===== src/rtl/audio_sample_pacer.sv =====
// Audio sample pacer: buffers irregular 16-bit stereo samples in a small FIFO and
// releases them as 24-bit left-aligned pairs on a fixed-rate strobe for an I2S transmitter.
module audio_sample_pacer #(
    parameter int FIFO_AW  = 3,
    parameter int PREFILL  = 4,
    parameter int PACE_DIV = 512
) (
    input  logic              MCLK_i,
    input  logic              nRST_i,
    input  logic              EN_i,
    input  logic [15:0]       SAMPLE_L_i,
    input  logic [15:0]       SAMPLE_R_i,
    input  logic              SAMPLE_VALID_i,
    output logic [23:0]       PDATA_LEFT_o,
    output logic [23:0]       PDATA_RIGHT_o,
    output logic              PDATA_VALID_o,
    output logic              I2S_EN_o,
    output logic [FIFO_AW:0]  FIFO_LEVEL_o,
    output logic              UNDERFLOW_o,
    output logic              OVERFLOW_o
);

    localparam int DEPTH = 1 << FIFO_AW;
    localparam int CW    = (PACE_DIV > 1) ? $clog2(PACE_DIV) : 1;
    localparam logic [CW-1:0]    CNT_MAX     = CW'(PACE_DIV - 1);
    localparam logic [FIFO_AW:0] LVL_FULL    = (FIFO_AW + 1)'(DEPTH);
    localparam logic [FIFO_AW:0] LVL_PREFILL = (FIFO_AW + 1)'(PREFILL);

    typedef enum logic [1:0] {
        ST_IDLE    = 2'd0,
        ST_PREFILL = 2'd1,
        ST_RUN     = 2'd2
    } state_e;

    state_e               state_q, state_d;
    logic [CW-1:0]        cnt_q, cnt_d;
    logic [FIFO_AW-1:0]   wr_ptr_q, wr_ptr_d, rd_ptr_q, rd_ptr_d;
    logic [FIFO_AW:0]     level_q, level_d;
    logic [15:0]          mem_l_q [DEPTH];
    logic [15:0]          mem_r_q [DEPTH];
    logic [23:0]          pdata_l_q, pdata_l_d, pdata_r_q, pdata_r_d;
    logic                 valid_q, i2s_en_q, i2s_en_d, unf_q, ovf_q;
    logic                 tick_s, flush_s, run_s, full_s;
    logic                 wr_req_s, wr_acc_s, pop_s, unf_s, ovf_s;

    // FIFO control decode; a pop at full frees the slot the concurrent write takes
    always_comb begin
        tick_s   = (cnt_q == CNT_MAX);
        cnt_d    = tick_s ? '0 : cnt_q + CW'(1);
        flush_s  = !EN_i || (state_q == ST_IDLE);
        run_s    = EN_i && (state_q == ST_RUN);
        full_s   = (level_q == LVL_FULL);
        wr_req_s = SAMPLE_VALID_i && !flush_s;
        pop_s    = tick_s && run_s && (level_q != '0);
        unf_s    = tick_s && run_s && (level_q == '0);
        wr_acc_s = wr_req_s && (!full_s || pop_s);
        ovf_s    = wr_req_s && full_s && !pop_s;
    end

    // FIFO pointer and occupancy next state
    always_comb begin
        wr_ptr_d = wr_ptr_q;
        rd_ptr_d = rd_ptr_q;
        level_d  = level_q;
        if (flush_s) begin
            wr_ptr_d = '0;
            rd_ptr_d = '0;
            level_d  = '0;
        end else begin
            if (wr_acc_s) wr_ptr_d = wr_ptr_q + FIFO_AW'(1);
            else          wr_ptr_d = wr_ptr_q;
            if (pop_s)    rd_ptr_d = rd_ptr_q + FIFO_AW'(1);
            else          rd_ptr_d = rd_ptr_q;
            case ({wr_acc_s, pop_s})
                2'b10:   level_d = level_q + (FIFO_AW + 1)'(1);
                2'b01:   level_d = level_q - (FIFO_AW + 1)'(1);
                default: level_d = level_q;
            endcase
        end
    end

    // FSM next-state
    always_comb begin
        state_d = state_q;
        case (state_q)
            ST_IDLE: begin
                if (EN_i) state_d = ST_PREFILL;
                else      state_d = ST_IDLE;
            end
            ST_PREFILL: begin
                if (!EN_i)                       state_d = ST_IDLE;
                else if (level_q >= LVL_PREFILL) state_d = ST_RUN;
                else                             state_d = ST_PREFILL;
            end
            ST_RUN: begin
                if (!EN_i)      state_d = ST_IDLE;
                else if (unf_s) state_d = ST_PREFILL;
                else            state_d = ST_RUN;
            end
            default: state_d = ST_IDLE;
        endcase
    end

    // FSM outputs: data and transmitter enable only change on a pace strobe
    always_comb begin
        pdata_l_d = pdata_l_q;
        pdata_r_d = pdata_r_q;
        i2s_en_d  = i2s_en_q;
        if (tick_s) begin
            case (state_q)
                ST_IDLE: begin
                    pdata_l_d = 24'h000000;
                    pdata_r_d = 24'h000000;
                    i2s_en_d  = 1'b0;
                end
                ST_PREFILL: begin
                    i2s_en_d = 1'b1;
                end
                ST_RUN: begin
                    i2s_en_d = 1'b1;
                    if (pop_s) begin
                        pdata_l_d = {mem_l_q[rd_ptr_q], 8'h00};
                        pdata_r_d = {mem_r_q[rd_ptr_q], 8'h00};
                    end else begin
                        pdata_l_d = pdata_l_q;
                        pdata_r_d = pdata_r_q;
                    end
                end
                default: begin
                    pdata_l_d = 24'h000000;
                    pdata_r_d = 24'h000000;
                    i2s_en_d  = 1'b0;
                end
            endcase
        end else begin
            i2s_en_d = i2s_en_q;
        end
    end

    // Sample storage; contents are don't-care until written
    always_ff @(posedge MCLK_i) begin
        if (wr_acc_s) begin
            mem_l_q[wr_ptr_q] <= SAMPLE_L_i;
            mem_r_q[wr_ptr_q] <= SAMPLE_R_i;
        end
    end

    // State, counter, FIFO bookkeeping and output registers
    always_ff @(posedge MCLK_i or negedge nRST_i) begin
        if (!nRST_i) begin
            state_q   <= ST_IDLE;
            cnt_q     <= '0;
            wr_ptr_q  <= '0;
            rd_ptr_q  <= '0;
            level_q   <= '0;
            pdata_l_q <= 24'h000000;
            pdata_r_q <= 24'h000000;
            valid_q   <= 1'b0;
            i2s_en_q  <= 1'b0;
            unf_q     <= 1'b0;
            ovf_q     <= 1'b0;
        end else begin
            state_q   <= state_d;
            cnt_q     <= cnt_d;
            wr_ptr_q  <= wr_ptr_d;
            rd_ptr_q  <= rd_ptr_d;
            level_q   <= level_d;
            pdata_l_q <= pdata_l_d;
            pdata_r_q <= pdata_r_d;
            valid_q   <= tick_s;
            i2s_en_q  <= i2s_en_d;
            unf_q     <= unf_s;
            ovf_q     <= ovf_s;
        end
    end

    assign PDATA_LEFT_o  = pdata_l_q;
    assign PDATA_RIGHT_o = pdata_r_q;
    assign PDATA_VALID_o = valid_q;
    assign I2S_EN_o      = i2s_en_q;
    assign FIFO_LEVEL_o  = level_q;
    assign UNDERFLOW_o   = unf_q;
    assign OVERFLOW_o    = ovf_q;

endmodule


===== config.mk =====
export PLATFORM = sky130hd
export DESIGN_NAME = audio_sample_pacer
export DESIGN_NICKNAME = d
export VERILOG_FILES = /design/src/rtl/audio_sample_pacer.sv
export SDC_FILE = /design/constraint.sdc
export NUM_CORES = 1
export LEC_CHECK = 0
export CAP_MARGIN = 0
export CORE_MARGIN = 4
export CORE_UTILIZATION = 68
export DETAILED_ROUTE_END_ITERATION = 6
export DONT_BUFFER_PORTS = 1
export PLACE_DENSITY = 0.86
export SYNTH_ARGS = -nofsm -noshare
export SYNTH_HDL_FRONTEND = slang
export SYNTH_SLANG_ARGS = --single-unit

===== constraint.sdc =====
create_clock -name MCLK_i -period 11.27 [get_ports MCLK_i]
set_input_delay 3.381 -clock MCLK_i [delete_from_list [all_inputs] [get_ports MCLK_i]]
set_output_delay 3.381 -clock MCLK_i [all_outputs]
set_load 0.05 [all_outputs]

After elaboration in Yosys (flattened, before gate mapping)
Memory sizes are Yosys's and may differ from the RTL's.
Cells that the tools add are included.
{"block": "classes", "addsub": 5, "mul": 0, "div": 0, "magnitude_cmp": 1, "n_eq_ne": 7, "n_shift": 0, "muxes": 20, "n_bitwise": 1, "n_reduce_logical": 22}
{"op": "case mux 24 bit (2 select lines)", "count": 2}
{"op": "two-way mux 24 bit", "count": 2}
{"op": "two-way mux 3 bit", "count": 4}
{"op": "adder 9 x 1 -> 9 bit (second input constant)", "count": 1}
{"op": "equality test 9 bit (second input constant)", "count": 1}
{"op": "two-way mux 9 bit", "count": 1}
{"op": "logical AND 1 bit", "count": 8}
{"op": "two-way mux 2 bit", "count": 4}
{"op": "case mux 4 bit (2 select lines)", "count": 1}
{"op": "adder 3 x 1 -> 3 bit (second input constant)", "count": 2}
{"op": "case mux 2 bit (3 select lines)", "count": 1}
{"op": "adder 4 x 1 -> 4 bit (second input constant)", "count": 1}
{"op": "equality test 2 x 1 -> 1 bit (second input constant)", "count": 2}
{"op": "equality test 2 bit (second input constant)", "count": 2}
{"op": "equality test 4 bit (second input constant)", "count": 1}
{"op": "greater-or-equal comparator 4 x 3 -> 1 bit (second input constant)", "count": 1}
{"op": "zero test 1 bit", "count": 4}
{"op": "zero test 4 bit", "count": 1}
{"op": "two-way mux 1 bit", "count": 4}
{"op": "two-way mux 4 bit", "count": 1}
{"op": "nonzero test 2 bit", "count": 2}
{"op": "nonzero test 4 bit", "count": 1}
{"op": "subtractor 4 x 1 -> 4 bit (second input constant)", "count": 1}
{"op": "AND reduction 3 bit", "count": 1}
{"op": "6 further kinds", "count": 7}
{"block": "word_totals", "regBits": 73, "latch_bits": 0, "mem_bits_rw": 256, "rom_bits": 0, "inputBits": 36, "out_inout_bits": 56, "wordCells": 69, "n_memories": 2}
{"name": "mem_l_q", "words": 8, "width": 16, "rd": 1, "rd_clocked_by_memory_dff": 0, "write_ports": 1, "line_no": "39", "text": "logic [15:0] mem_l_q [DEPTH];"}
{"name": "mem_r_q", "words": 8, "width": 16, "rd": 1, "rd_clocked_by_memory_dff": 0, "write_ports": 1, "line_no": "40", "text": "logic [15:0] mem_r_q [DEPTH];"}

Logic depth before layout (Yosys ltp)
Gate-level depths: netlist (run 1).
{"block": "logic_depth", "depth_word": 9, "depth_mapped": 14, "mapped_depth_nobuf": 13}

Least setup slack after synthesis (run 1)
OpenSTA, ideal clock, no wires.
{"block": "synth_path", "path_kind": "in2reg", "from": "in EN_i", "to": "mem mem_l_q[0][0], enable pin", "setup_time_ps": 461, "t_arrival_ps": 6354, "required_ps": 10809, "path_slack_ps": 4455, "stages": 4, "n_path_buf": 0, "path_cell_list": "nor2b_1 nand2_1 or3b_1 nor3_1"}
{"block": "synth_between", "elab_chain_cells": 7, "word_cells_on_any_way": 11, "cone_classes": "mux (2); reduce/logical (9)"}
{"item": "start: declaration", "line_no": "10", "text": "input logic EN_i,"}
{"item": "zero test 1 bit or logical AND 1 bit (tied branches)"}
{"item": "logical OR 1 bit or logical AND 1 bit (tied branches)", "line_no": "50, 54"}
{"item": "zero test 1 bit or logical AND 1 bit (tied branches)", "line_no": "53, 54"}
{"item": "logical AND 1 bit or logical OR 1 bit (tied branches)", "line_no": "53, 56"}
{"item": "logical AND 1 bit *", "line_no": "56", "text": "wr_acc_s = wr_req_s && (!full_s || pop_s);"}
{"item": "two-way mux 1 bit *", "line_no": "142", "text": "if (wr_acc_s) begin"}
{"item": "two-way mux 1 bit (implied by the code) *", "line_no": "143", "text": "mem_l_q[wr_ptr_q] <= SAMPLE_L_i;"}
{"item": "end: declaration", "line_no": "39"}
Every way passes the cells marked *; elsewhere a longest branch is shown, timed or not.

Final worst setup path (run 1)
{"block": "layout_path", "from": "in EN_i", "to": "mem mem_l_q[2][2], enable pin"}
Same word-level chain as after synthesis.

==> metrics.log, run 1 <==
[metrics] most common cell in the synthesized netlist: sky130_fd_sc_hd__edfxtp_1
[metrics] startpoint of the tightest hold check path: cnt_q[0]
[metrics] number of placement rows: 48
[metrics] final HPWL from detailed placement: 13300 microns
[metrics] Avg Inst Size Synth: 19.1 sq um
[metrics] die span in y: 142 microns
[metrics] LEAKAGE: 4.43 nW
[metrics] buffers added on ports: 0
[metrics] clock tree root driver cell: sky130_fd_sc_hd__clkbuf_16
[metrics] slowest stage cell on the critical path: sky130_fd_sc_hd__nor2_4
[metrics] number of maximum-capacitance constraint violations: 0
[metrics] DRT Wirelength: 23400 microns
[metrics] r2r setup slk: 7.52 ns
[metrics] ratio of cells with drive above 1 in the final layout: 20.0%
[metrics] DRT met1 WL: 8660 microns
[metrics] min-delay worst type: reg2reg
[metrics] NumNets Final: 691
[metrics] number of buffers between clock root and the deepest sink: 3
[metrics] Sinks on Clock Net: 313
[metrics] total vias in the final route: 5859
[metrics] crit share post-route: 47.1%
[metrics] endpoint arrival time on the critical path: 5.46 ns
[metrics] clock buffers created by TritonCTS: 30
[metrics] number of synthesized register bits: 313
[metrics] DR WL met2: 12100 microns
[metrics] antenna violations before repair: 0
[metrics] synthesized netlist cell count: 634
[metrics] cell types with the highest counts after synthesis: sky130_fd_sc_hd__edfxtp_1 (256), sky130_fd_sc_hd__mux4_2 (64), sky130_fd_sc_hd__dfrtp_1 (57)
[metrics] Worst R2R Start: cnt_q[3]
[metrics] critical path's largest stage delay: 0.97 ns
[metrics] run status: complete, no violations
[metrics] Most used DFF post-synth: sky130_fd_sc_hd__edfxtp_1
[metrics] Worst Setup SP: EN_i
[metrics] count of buffering cells on the critical path with inverters included: 0
[metrics] count of synthesis-stage warnings from yosys: 0
[metrics] deepest level of the CTS H-tree: 1
[metrics] CTS tree: yes
[metrics] critical path startpoint category: primary input
[metrics] final worst clock skew: 0.0161 ns
[metrics] worst-path fanout max: 32
[metrics] clock period minus worst slack: 5.31 ns
[metrics] Remaining Overflow, GRT: 0
[metrics] setup fix buffers added after clock tree synthesis: 0
[metrics] detailed-route DRC error count: 0
[metrics] first-pass GRT wire length: 36600 microns
[metrics] via count normalized by instance count: 6.55
[metrics] Pre-Repair DR Iteration Count: 7
[metrics] placeable core region: 17400 sq um
[metrics] effective utilization at floorplan: 69.7%
[metrics] Hold Vio Cnt, Final: 0
[metrics] largest net degree at the start of global routing: 67
[metrics] Area contributors post-synth: sky130_fd_sc_hd__edfxtp_1 (63%), sky130_fd_sc_hd__mux4_2 (12%), sky130_fd_sc_hd__dfrtp_1 (12%)
[metrics] Detail Route Antenna Nets: 0
[metrics] setup repair after global routing missed its margin: no
[metrics] total power: 2.29 mW
[metrics] global-route total usage across every layer: 24.1%
[metrics] Least-Margin Pin Slew: 1.18 ns
[metrics] wire per inst: 26.2 microns
[metrics] number of failing setup endpoints in the final timing report: 0
[metrics] via count of the first global-routing pass: 6285
[metrics] area share of the largest cell type after synthesis: 63.3%
[metrics] number of ports placed on the die boundary: 92
[metrics] floorplan die area: 20100 sq um
[metrics] Crit Path Category: in2reg
[metrics] sum of met3 wire segment lengths after detailed routing: 1920 microns
[metrics] Inserted Diodes: 0
[metrics] register area share after synthesis: 75.1%
[metrics] maximum clock frequency: 0.188 GHz
[metrics] Power per Cell Area: 172 nW/um^2
[metrics] Yosys top cell by area: sky130_fd_sc_hd__edfxtp_1
[metrics] critical path's top delay family: simple AND/OR/NAND/NOR gates
[metrics] die width: 142 microns
[metrics] endpoint kind of the worst setup timing path: flip-flop
[metrics] Max-slew headroom: 21.4%
[metrics] hold bufs inserted after CTS: 0
[metrics] RePlAce Congestion: 0.818
[metrics] count of routing violations after the opening detailed-route iteration: 613
[metrics] total of cells resized after clock tree synthesis: 0
[metrics] Clk pin slew, worst setup/hold paths: 0.06 ns
[metrics] Peak VDD IR: 0.220 mV
[metrics] final-layout setup total negative slack: 0 ns
[metrics] signed area change from the synthesized netlist to the final layout: 10.1%
[metrics] critical path data required time: 11.42 ns
[metrics] CP cell instances: nor2b_1 -> nand2_1 -> or3b_1 -> nor2_4
[metrics] uppermost signal routing layer after detailed routing: met4
[metrics] Pins Over Slew Limit: 0
[metrics] async set-reset flop share out of synthesis: 18.2%
[metrics] clock insertion delay at the later pin of the skew report: 0.54 ns
[metrics] synth unique cells: 38
[metrics] count of flip-flops with a built-in enable after synthesis: 256
[metrics] Mapped Area: 12100 sq um
[layout by cell type, fill, tap and decap left out, drive strengths merged, types with 2 or more instances in the layout]
cell    count
buf         8
and3        2
nand3      10
clkbuf     46
nand2      45
inv         6
nor2       19
or3         2
dfrtp      57
xnor2       4
nor2b       2
nand2b      5
o21ai      43
mux2i      35
edfxtp    256
mux4       64
nor3        4
clkinv      9
xor2        7
conb       16
a31oi       2
ha         10
a21oi       5
[worst reg2reg max path, delay by kind of cell (launching register included)]
family        cells  cell delay [ns]
simple gates      7             2.46
flops             1             0.39
fa+ha+maj         1             0.50
[sequential cells by signal (all words and copies together), names as in the netlist]
| register | flops |
|---|---|
| mem_l_q | 128 |
| mem_r_q | 128 |
| PDATA_LEFT_o | 16 |
| PDATA_RIGHT_o | 16 |
| cnt_q | 9 |
| FIFO_LEVEL_o | 4 |
| rd_ptr_q | 3 |
| wr_ptr_q | 3 |
| state_q | 2 |
| I2S_EN_o | 1 |
| OVERFLOW_o | 1 |
| PDATA_VALID_o | 1 |
| UNDERFLOW_o | 1 |
[layer usage]
| layer | GRT usage (%) | vias up |
|---|---|---|
| met5 | 0 | - |
| li1 | - | 2478 |
| met1 | 32.7 | 3036 |
| met2 | 40.2 | 286 |
| met4 | 7.53 | 0 |
| met3 | 5.19 | 59 |
[power breakdown]
part | leakage [nW] | switching, mW | internal, mW
Combinational | 0.843 | 0.0225 | 0.00794
Clock | 0.506 | 0.406 | 0.594
Sequential | 3.08 | 0.00453 | 1.26
Total | 4.43 | 0.433 | 1.86
[per-stage QoR]
stage / worst slack, ns / hold WS, ns / utilization (%) / area (sq um) / instances
after floorplan: 4.45 / 0.433 / - / 12200 / 649
after global placement: 5.68 / 0.445 / 70.9 / 12400 / 838
after detailed placement: 5.54 / 0.451 / 70.9 / 12400 / 838
after CTS: 6.02 / 0.459 / 76.7 / 13400 / 894
after global routing: 5.86 / 0.503 / 76.7 / 13400 / 894
final: 5.96 / 0.460 / 76.7 / 13400 / 894
[cell type report]
cell class              instances  area, sq um
clock buffers                  46          942
well taps                     225          282
multi-input cells             286         2870
flip-flops and latches        313         9120
repair buffers                  8         60.1
clock inverters                10         70.1
fillers                       897         4050
inverters                       6         22.5
[worst paths after layout]
check / end / cells after the start
max: mem_l_q[2][2] / 4
min: cnt_q[0] / 1
max reg2reg: mem_l_q[2][2] / 8
min reg2reg: cnt_q[0] / 1
max in group asynchronous: PDATA_RIGHT_o[19] / 0
min in group asynchronous: wr_ptr_q[1] / 0
[logic make-up after synthesis]
logic type      count (synthesis)  share of synthesized area (%)
compound gates                 53                           2.30
xor+xnor                       11                          0.794
fa+ha+maj                      10                           1.03
buf+inv                        50                           2.22
flops                         313                           75.1
mux                           100                           14.9
other cells                     1                         0.0309
simple gates                   96                           3.69
Power figures use the tool's default switching activity.
==> run 2: changes to the inputs <==
- CORE_UTILIZATION: 68 -> 57
- PLACE_DENSITY: 0.86 -> 0.77
- clock period: 11.27 -> 4.7 ns (I/O delays scaled with it)
==> run 2 against run 1 <==
Effect of this change:
- setup slack worse by 4.8 ns
- critical endpoint is now mem_l_q[4][13]
- combinational power is 140% higher
- clock skew is 0.0040 ns lower
- sequential cell count stayed put
- first-iteration DRC count is 33% lower
- die area is 18% higher
- sequential share of layout area is 0.83 points lower
- via count is 2.2% lower
- power is 140% higher
- final cell count is 6.7% higher
- design area is 1.2% higher
==> metrics.log, run 2 (synthesis gave the netlist of run 1 again) <==
[metrics] endpoint kind of the worst setup timing path: flip-flop
[metrics] deepest level of the CTS H-tree: 1 (unchanged)
[metrics] Least-Margin Pin Slew: 1.19 ns (+0.0178 ns)
[metrics] Placed Instances: 896 (+6.9%)
[metrics] cell area after layout: 13500 sq um (+1.2%)
[metrics] post-layout worst setup margin: 1.13 ns (-4.83 ns)
[metrics] antenna violations before repair: 0 (unchanged)
[metrics] Final Instance Count excl. Fillers: 954 (+6.7%)
[metrics] Hold Vio Cnt, Final: 0 (unchanged)
[metrics] NumNets Final: 700 (+1.3%)
[metrics] Power per Cell Area: 414 nW/um^2 (+140%)
[metrics] number of failing setup endpoints in the final timing report: 0 (unchanged)
[metrics] run status: complete, no violations
[metrics] worst-path fanout max: 26 (-19%)
[metrics] final HPWL from detailed placement: 14000 microns (+5.4%)
[metrics] Clk pin slew, worst setup/hold paths: 0.06 ns (about the same)
[metrics] Inserted Diodes: 0 (unchanged)
[metrics] area after detailed placement: 12500 sq um (+1.0%)
[metrics] via count of the first global-routing pass: 6087 (-3.2%)
[metrics] final-layout setup total negative slack: 0 ns (unchanged)
[metrics] min-delay worst type: reg2reg
[metrics] via count normalized by instance count: 6.01 (-8.3%)
[metrics] Crit Path Category: reg2reg
[metrics] final hold slack: 0.459 ns (-0.000826 ns)
[metrics] total power: 5.60 mW (+140%)
[metrics] CP cell instances: ha_1 -> nand3_1 -> nor2_1 -> ha_1 -> nand3_1 -> nand3_1 -> or3b_1 -> nor2_4 -> buf_4
[metrics] Peak VDD IR: 0.457 mV (+110%)
[metrics] dominant cell type by count on the critical path: sky130_fd_sc_hd__nand3_1
[metrics] setup repair after global routing missed its margin: no
[metrics] number of buffers between clock root and the deepest sink: 3 (unchanged)
[metrics] number of placement rows: 53 (+10%)
[metrics] top library cells by usage in the layout, fill and taps aside: sky130_fd_sc_hd__edfxtp_1 (256), sky130_fd_sc_hd__mux4_2 (64), sky130_fd_sc_hd__dfrtp_1 (54)
[metrics] setup fix buffers added after clock tree synthesis: 0 (unchanged)
[metrics] endpoint arrival time on the critical path: 3.83 ns (-1.63 ns)
[metrics] Detail Route Antenna Nets: 0 (unchanged)
[metrics] wire per inst: 24.3 microns (-7.1%)
[metrics] RePlAce Congestion: 0.865 (+5.8%)
[metrics] maximum clock frequency: 0.280 GHz
[metrics] total vias in the final route: 5731 (-2.2%)
[metrics] total of cells resized after clock tree synthesis: 0 (unchanged)
[metrics] registers with the highest flip-flop counts: mem_l_q x128, mem_r_q x128
[metrics] hold bufs inserted after CTS: 0 (unchanged)
[metrics] most common library cell in the layout ignoring fill and taps: sky130_fd_sc_hd__edfxtp_1
[metrics] global-route total usage across every layer: 19.9% (-4.3 points)
[metrics] critical path's top delay family: simple AND/OR/NAND/NOR gates
[metrics] signed area change from the synthesized netlist to the final layout: 11.5%
[metrics] crit share post-route: 76.0%
[metrics] final worst clock skew: 0.0122 ns (-0.00395 ns)
[metrics] DRT Wirelength: 23200 microns (-0.82%)
[metrics] critical path data required time: 4.96 ns (-6.46 ns)
[metrics] detailed-route DRC error count: 0 (unchanged)
[metrics] clock tree root driver cell: sky130_fd_sc_hd__clkbuf_16
[metrics] number of ports placed on the die boundary: 92 (unchanged)
[metrics] die width: 154 microns (+8.7%)
[metrics] CTS tree: yes
[metrics] final standard cell utilization of the core: 64.6% (-12 points)
[metrics] buffers added on ports: 0 (unchanged)
[metrics] worst slack at placement: 1.03 ns (-4.51 ns)
[metrics] count of routing violations after the opening detailed-route iteration: 408 (-33%)
[metrics] clock buffers created by TritonCTS: 31 (+3.3%)
[metrics] slowest stage cell on the critical path: sky130_fd_sc_hd__nor2_4
[metrics] count of buffering cells on the critical path with inverters included: 1 (+1)
[metrics] die span in y: 154 microns (+8.7%)
[metrics] clock insertion delay at the later pin of the skew report: 0.55 ns (about the same)
[metrics] number of maximum-capacitance constraint violations: 0 (unchanged)
[metrics] LEAKAGE: 4.46 nW (+0.86%)
[metrics] largest net degree at the start of global routing: 58 (-13%)
[metrics] critical path's largest stage delay: 0.73 ns (-0.24 ns)
[metrics] floorplan die area: 23700 sq um (+18%)
[metrics] Max-slew headroom: 20.4% (-1.0 points)
[metrics] critical path startpoint category: flip-flop
[metrics] effective utilization at floorplan: 57.9% (-12 points)
[metrics] Pre-Repair DR Iteration Count: 5 (-2)
[metrics] Remaining Overflow, GRT: 0 (unchanged)
[metrics] clock period minus worst slack: 3.57 ns
[metrics] ratio of cells with drive above 1 in the final layout: 21.2% (+1.2 points)
[metrics] Pins Over Slew Limit: 0 (unchanged)
[metrics] first-pass GRT wire length: 36400 microns (-0.45%)
[metrics] placeable core region: 21000 sq um (+20%)
[metrics] Sinks on Clock Net: 313 (unchanged)
==> run 2: area by class of cell <==
| class | instances | area (sq um) |
|---|---|---|
| Inverter | 6 | 22.5 |
| Timing Repair Buffer | 16 | 120 |
| Tap cell | 275 | 344 |
| Sequential cell | 313 | 9120 |
| Fill cell | 1379 | 7430 |
| Multi-Input combinational cell | 286 | 2870 |
| Clock inverter | 21 | 220 |
| Clock buffer | 37 | 828 |
==> run 2: where the power goes <==
part / switching (mW) / leakage (nW) / internal, mW
registers: 0.0103 / 3.08 / 3.02
logic: 0.0533 / 0.882 / 0.0189
clock network: 1.02 / 0.505 / 1.48
total: 1.09 / 4.46 / 4.51
==> run 2: layer usage <==
metal,vias to the layer above,track usage [%],wire length (microns)
li1,2502,-,-
met4,0,4.42,433
met3,36,4.05,1450
met5,-,0,0
met2,193,34.1,12000
met1,3000,26.8,9260
==> run 2: worst paths after layout <==
| path | from | end | slack [ns] | cells after the start |
|---|---|---|---|---|
| max | cnt_q[0] | mem_l_q[4][13] | 1.13 | 9 |
| min | cnt_q[0] | cnt_q[0] | 0.46 | 1 |
| max reg2reg | cnt_q[0] | mem_l_q[4][13] | 1.13 | 9 |
| min reg2reg | cnt_q[0] | cnt_q[0] | 0.46 | 1 |
| max in group asynchronous | nRST_i | PDATA_LEFT_o[9] | 4.06 | 0 |
| min in group asynchronous | nRST_i | FIFO_LEVEL_o[3] | 0.55 | 0 |
==> run 3: changes to the inputs <==
- CORE_UTILIZATION: 57 -> 63
- PLACE_DENSITY: 0.77 -> 0.81
- clock period: 4.7 -> 3.7 ns (I/O delays scaled with it)
==> run 3 against run 2 <==
Effect of this change:
- critical path type unchanged
- combinational power grew 25%
- maximum frequency increased by 19%
- clock-buffer cell count increased by 1
- sequential power grew 27%
- global-route usage grew 2.8 points
- critical path depth is the same
- largest power group unchanged
- largest cell class unchanged
- power grew 27%
- setup slack worse by 0.44 ns
- clock skew grew 0.014 ns
- final cell count fell by 1.8%
- die area down 9.0%
- non-clock buffer count stayed put
==> metrics.log, run 3 (synthesis gave the netlist of run 1 again) <==
[metrics] ratio of cells with drive above 1 in the final layout: 20.7% (-0.53 points)
[metrics] critical path data required time: 3.88 ns (-1.08 ns)
[metrics] DRT Wirelength: 23700 microns (+2.1%)
[metrics] Setup crit end: mem_r_q[0][8]
[metrics] via count of the first global-routing pass: 6319 (+3.8%)
[metrics] NumNets Final: 699 (-0.14%)
[metrics] maximum clock frequency: 0.332 GHz (+19%)
[metrics] fill cell total of the finished layout: 1070 (-22%)
[metrics] hold bufs inserted after CTS: 0 (unchanged)
[metrics] crit share post-route: 81.3% (+5.4 points)
[metrics] Pre-Repair DR Iteration Count: 4 (-1)
[metrics] most common library cell in the layout ignoring fill and taps: sky130_fd_sc_hd__edfxtp_1
[metrics] top library cells by usage in the layout, fill and taps aside: sky130_fd_sc_hd__edfxtp_1 (256), sky130_fd_sc_hd__mux4_2 (64), sky130_fd_sc_hd__dfrtp_1 (54)
[metrics] Inserted Diodes: 0 (unchanged)
[metrics] die span in y: 147 microns (-4.6%)
[metrics] floorplan die area: 21600 sq um (-9.0%)
[metrics] Reg2Reg Depth: 9 (unchanged)
[metrics] number of ports placed on the die boundary: 92 (unchanged)
[metrics] worst-path fanout max: 32 (+23%)
[metrics] RePlAce Congestion: 0.800 (-7.6%)
[metrics] placeable core region: 18800 sq um (-10%)
[metrics] final-layout setup total negative slack: 0 ns (unchanged)
[metrics] die width: 147 microns (-4.6%)
[metrics] clock tree root driver cell: sky130_fd_sc_hd__clkbuf_16
[metrics] Clk pin slew, worst setup/hold paths: 0.07 ns (about the same)
[metrics] Pins Over Slew Limit: 0 (unchanged)
[metrics] setup repair after global routing missed its margin: no
[metrics] largest net degree at the start of global routing: 67 (+16%)
[metrics] Max-slew headroom: 20.1% (-0.25 points)
[metrics] first-pass GRT wire length: 37200 microns (+2.0%)
[metrics] number of failing setup endpoints in the final timing report: 0 (unchanged)
[metrics] count of routing violations after the opening detailed-route iteration: 524 (+28%)
[metrics] setup fix buffers added after clock tree synthesis: 0 (unchanged)
[metrics] registers with the highest flip-flop counts: mem_l_q x128, mem_r_q x128
[metrics] detailed-route DRC error count: 0 (unchanged)
[metrics] buffers added on ports: 0 (unchanged)
[metrics] clock buffers created by TritonCTS: 30 (-3.2%)
[metrics] signed area change from the synthesized netlist to the final layout: 11.5% (about the same)
[metrics] wire per inst: 25.3 microns (+3.9%)
[metrics] Remaining Overflow, GRT: 0 (unchanged)
[metrics] endpoint kind of the worst setup timing path: flip-flop
[metrics] Crit Reg-Reg Endpoint: mem_r_q[0][8]
[metrics] global-route total usage across every layer: 22.6% (+2.8 points)
[metrics] Detail Route Antenna Nets: 0 (unchanged)
[metrics] Crit Path Category: reg2reg
[metrics] total of cells resized after clock tree synthesis: 0 (unchanged)
[metrics] Hold Vio Cnt, Final: 0 (unchanged)
[metrics] Least-Margin Pin Slew: 1.20 ns (+0.00376 ns)
[metrics] Peak VDD IR: 0.445 mV (-2.6%)
[metrics] footprint of the flip-flops and latches: 9120 sq um (unchanged)
[metrics] LEAKAGE: 4.46 nW (-0.20%)
[metrics] final worst clock skew: 0.0266 ns (+0.0144 ns)
[metrics] CTS tree: yes
[metrics] endpoint arrival time on the critical path: 3.19 ns (-0.64 ns)
[metrics] total vias in the final route: 5823 (+1.6%)
[metrics] area of the multi-input gates: 2880 sq um (+0.22%)
[metrics] min-delay worst type: in2async
[metrics] number of buffers between clock root and the deepest sink: 3 (unchanged)
[metrics] effective utilization at floorplan: 64.5% (+6.5 points)
[metrics] run status: complete, no violations
[metrics] Power per Cell Area: 526 nW/um^2 (+27%)
[metrics] Worst Setup SP: cnt_q[0]
[metrics] number of placement rows: 50 (-5.7%)
[metrics] r2r setup slk: 0.69 ns (-0.44 ns)
[metrics] final HPWL from detailed placement: 12600 microns (-10%)
[metrics] critical path startpoint category: flip-flop
[metrics] number of maximum-capacitance constraint violations: 0 (unchanged)
[metrics] Worst R2R Start: cnt_q[0]
[metrics] clock insertion delay at the later pin of the skew report: 0.57 ns (+0.02 ns)
[metrics] deepest level of the CTS H-tree: 1 (unchanged)
[metrics] clock period minus worst slack: 3.01 ns (-0.561 ns)
[metrics] final standard cell utilization of the core: 71.9% (+7.3 points)
[metrics] antenna violations before repair: 0 (unchanged)
[metrics] Sinks on Clock Net: 313 (unchanged)
[metrics] via count normalized by instance count: 6.21 (+3.4%)
[run 3: cell types whose count changed in the layout (fill, tap and decap cells not counted), moves of 2 or more]
cell,delta
sky130_fd_sc_hd__clkbuf_1,+4
sky130_fd_sc_hd__buf_12,+2
sky130_fd_sc_hd__buf_4,-2
sky130_fd_sc_hd__clkbuf_8,-2
sky130_fd_sc_hd__clkinv_1,-2
sky130_fd_sc_hd__inv_6,-2
[run 3: metrics by stage]
step | std cells | hold WS [ns] | area [sq um] | setup WS, ns | power (mW)
floorplan | 649 | 0.433 | 12200 | 0.0127 | 4.00
detailed placement | 881 | 0.461 | 12500 | 0.626 | 4.01
global route | 937 | 0.211 | 13500 | 0.499 | 7.32
finish | 937 | 0.230 | 13500 | 0.691 | 7.11
CTS | 937 | 0.218 | 13500 | 0.722 | 7.14
global placement | 881 | 0.443 | 12500 | 0.656 | 4.00
[run 3: power breakdown]
| part | leakage (nW) | switching (mW) | internal (mW) |
|---|---|---|---|
| Clock | 0.496 | 1.31 | 1.87 |
| Combinational | 0.881 | 0.0668 | 0.0234 |
| Sequential | 3.08 | 0.0136 | 3.83 |
| Total | 4.46 | 1.39 | 5.73 |
[run 3: metal layers]
metal  wire length, microns  global-route usage (%)
met2                  12100                    37.7
met1                   9010                    30.4
met3                   1730                    5.09
met5                      0                       0
met4                    814                    7.24
[run 3: cell type report]
class | count | area share, %
Sequential cell | 313 | 67.4
Multi-Input combinational cell | 286 | 21.3
Clock buffer | 38 | 5.84
Tap cell | 260 | 2.40
Clock inverter | 18 | 1.83
Timing Repair Buffer | 16 | 1.07
Inverter | 6 | 0.166
[run 3: worst min path at each step]
stage	start	endpoint
after floorplan	cnt_q[0]	cnt_q[0]
after global placement	cnt_q[0]	cnt_q[0]
after detailed placement	cnt_q[0]	cnt_q[0]
after CTS	nRST_i	PDATA_RIGHT_o[20]
after global routing	nRST_i	PDATA_RIGHT_o[20]
final	nRST_i	PDATA_RIGHT_o[20]
[run 3: worst max-delay path, cell delays in order (launching register included)]
cell,delay [ns]
sky130_fd_sc_hd__dfrtp_1,0.37
sky130_fd_sc_hd__ha_1,0.26
sky130_fd_sc_hd__nand3_1,0.11
sky130_fd_sc_hd__nor2_1,0.11
sky130_fd_sc_hd__ha_1,0.20
sky130_fd_sc_hd__nand3_1,0.16
sky130_fd_sc_hd__nand3_1,0.23
sky130_fd_sc_hd__or3b_1,0.55
sky130_fd_sc_hd__nor3_4,0.17
sky130_fd_sc_hd__buf_4,0.46
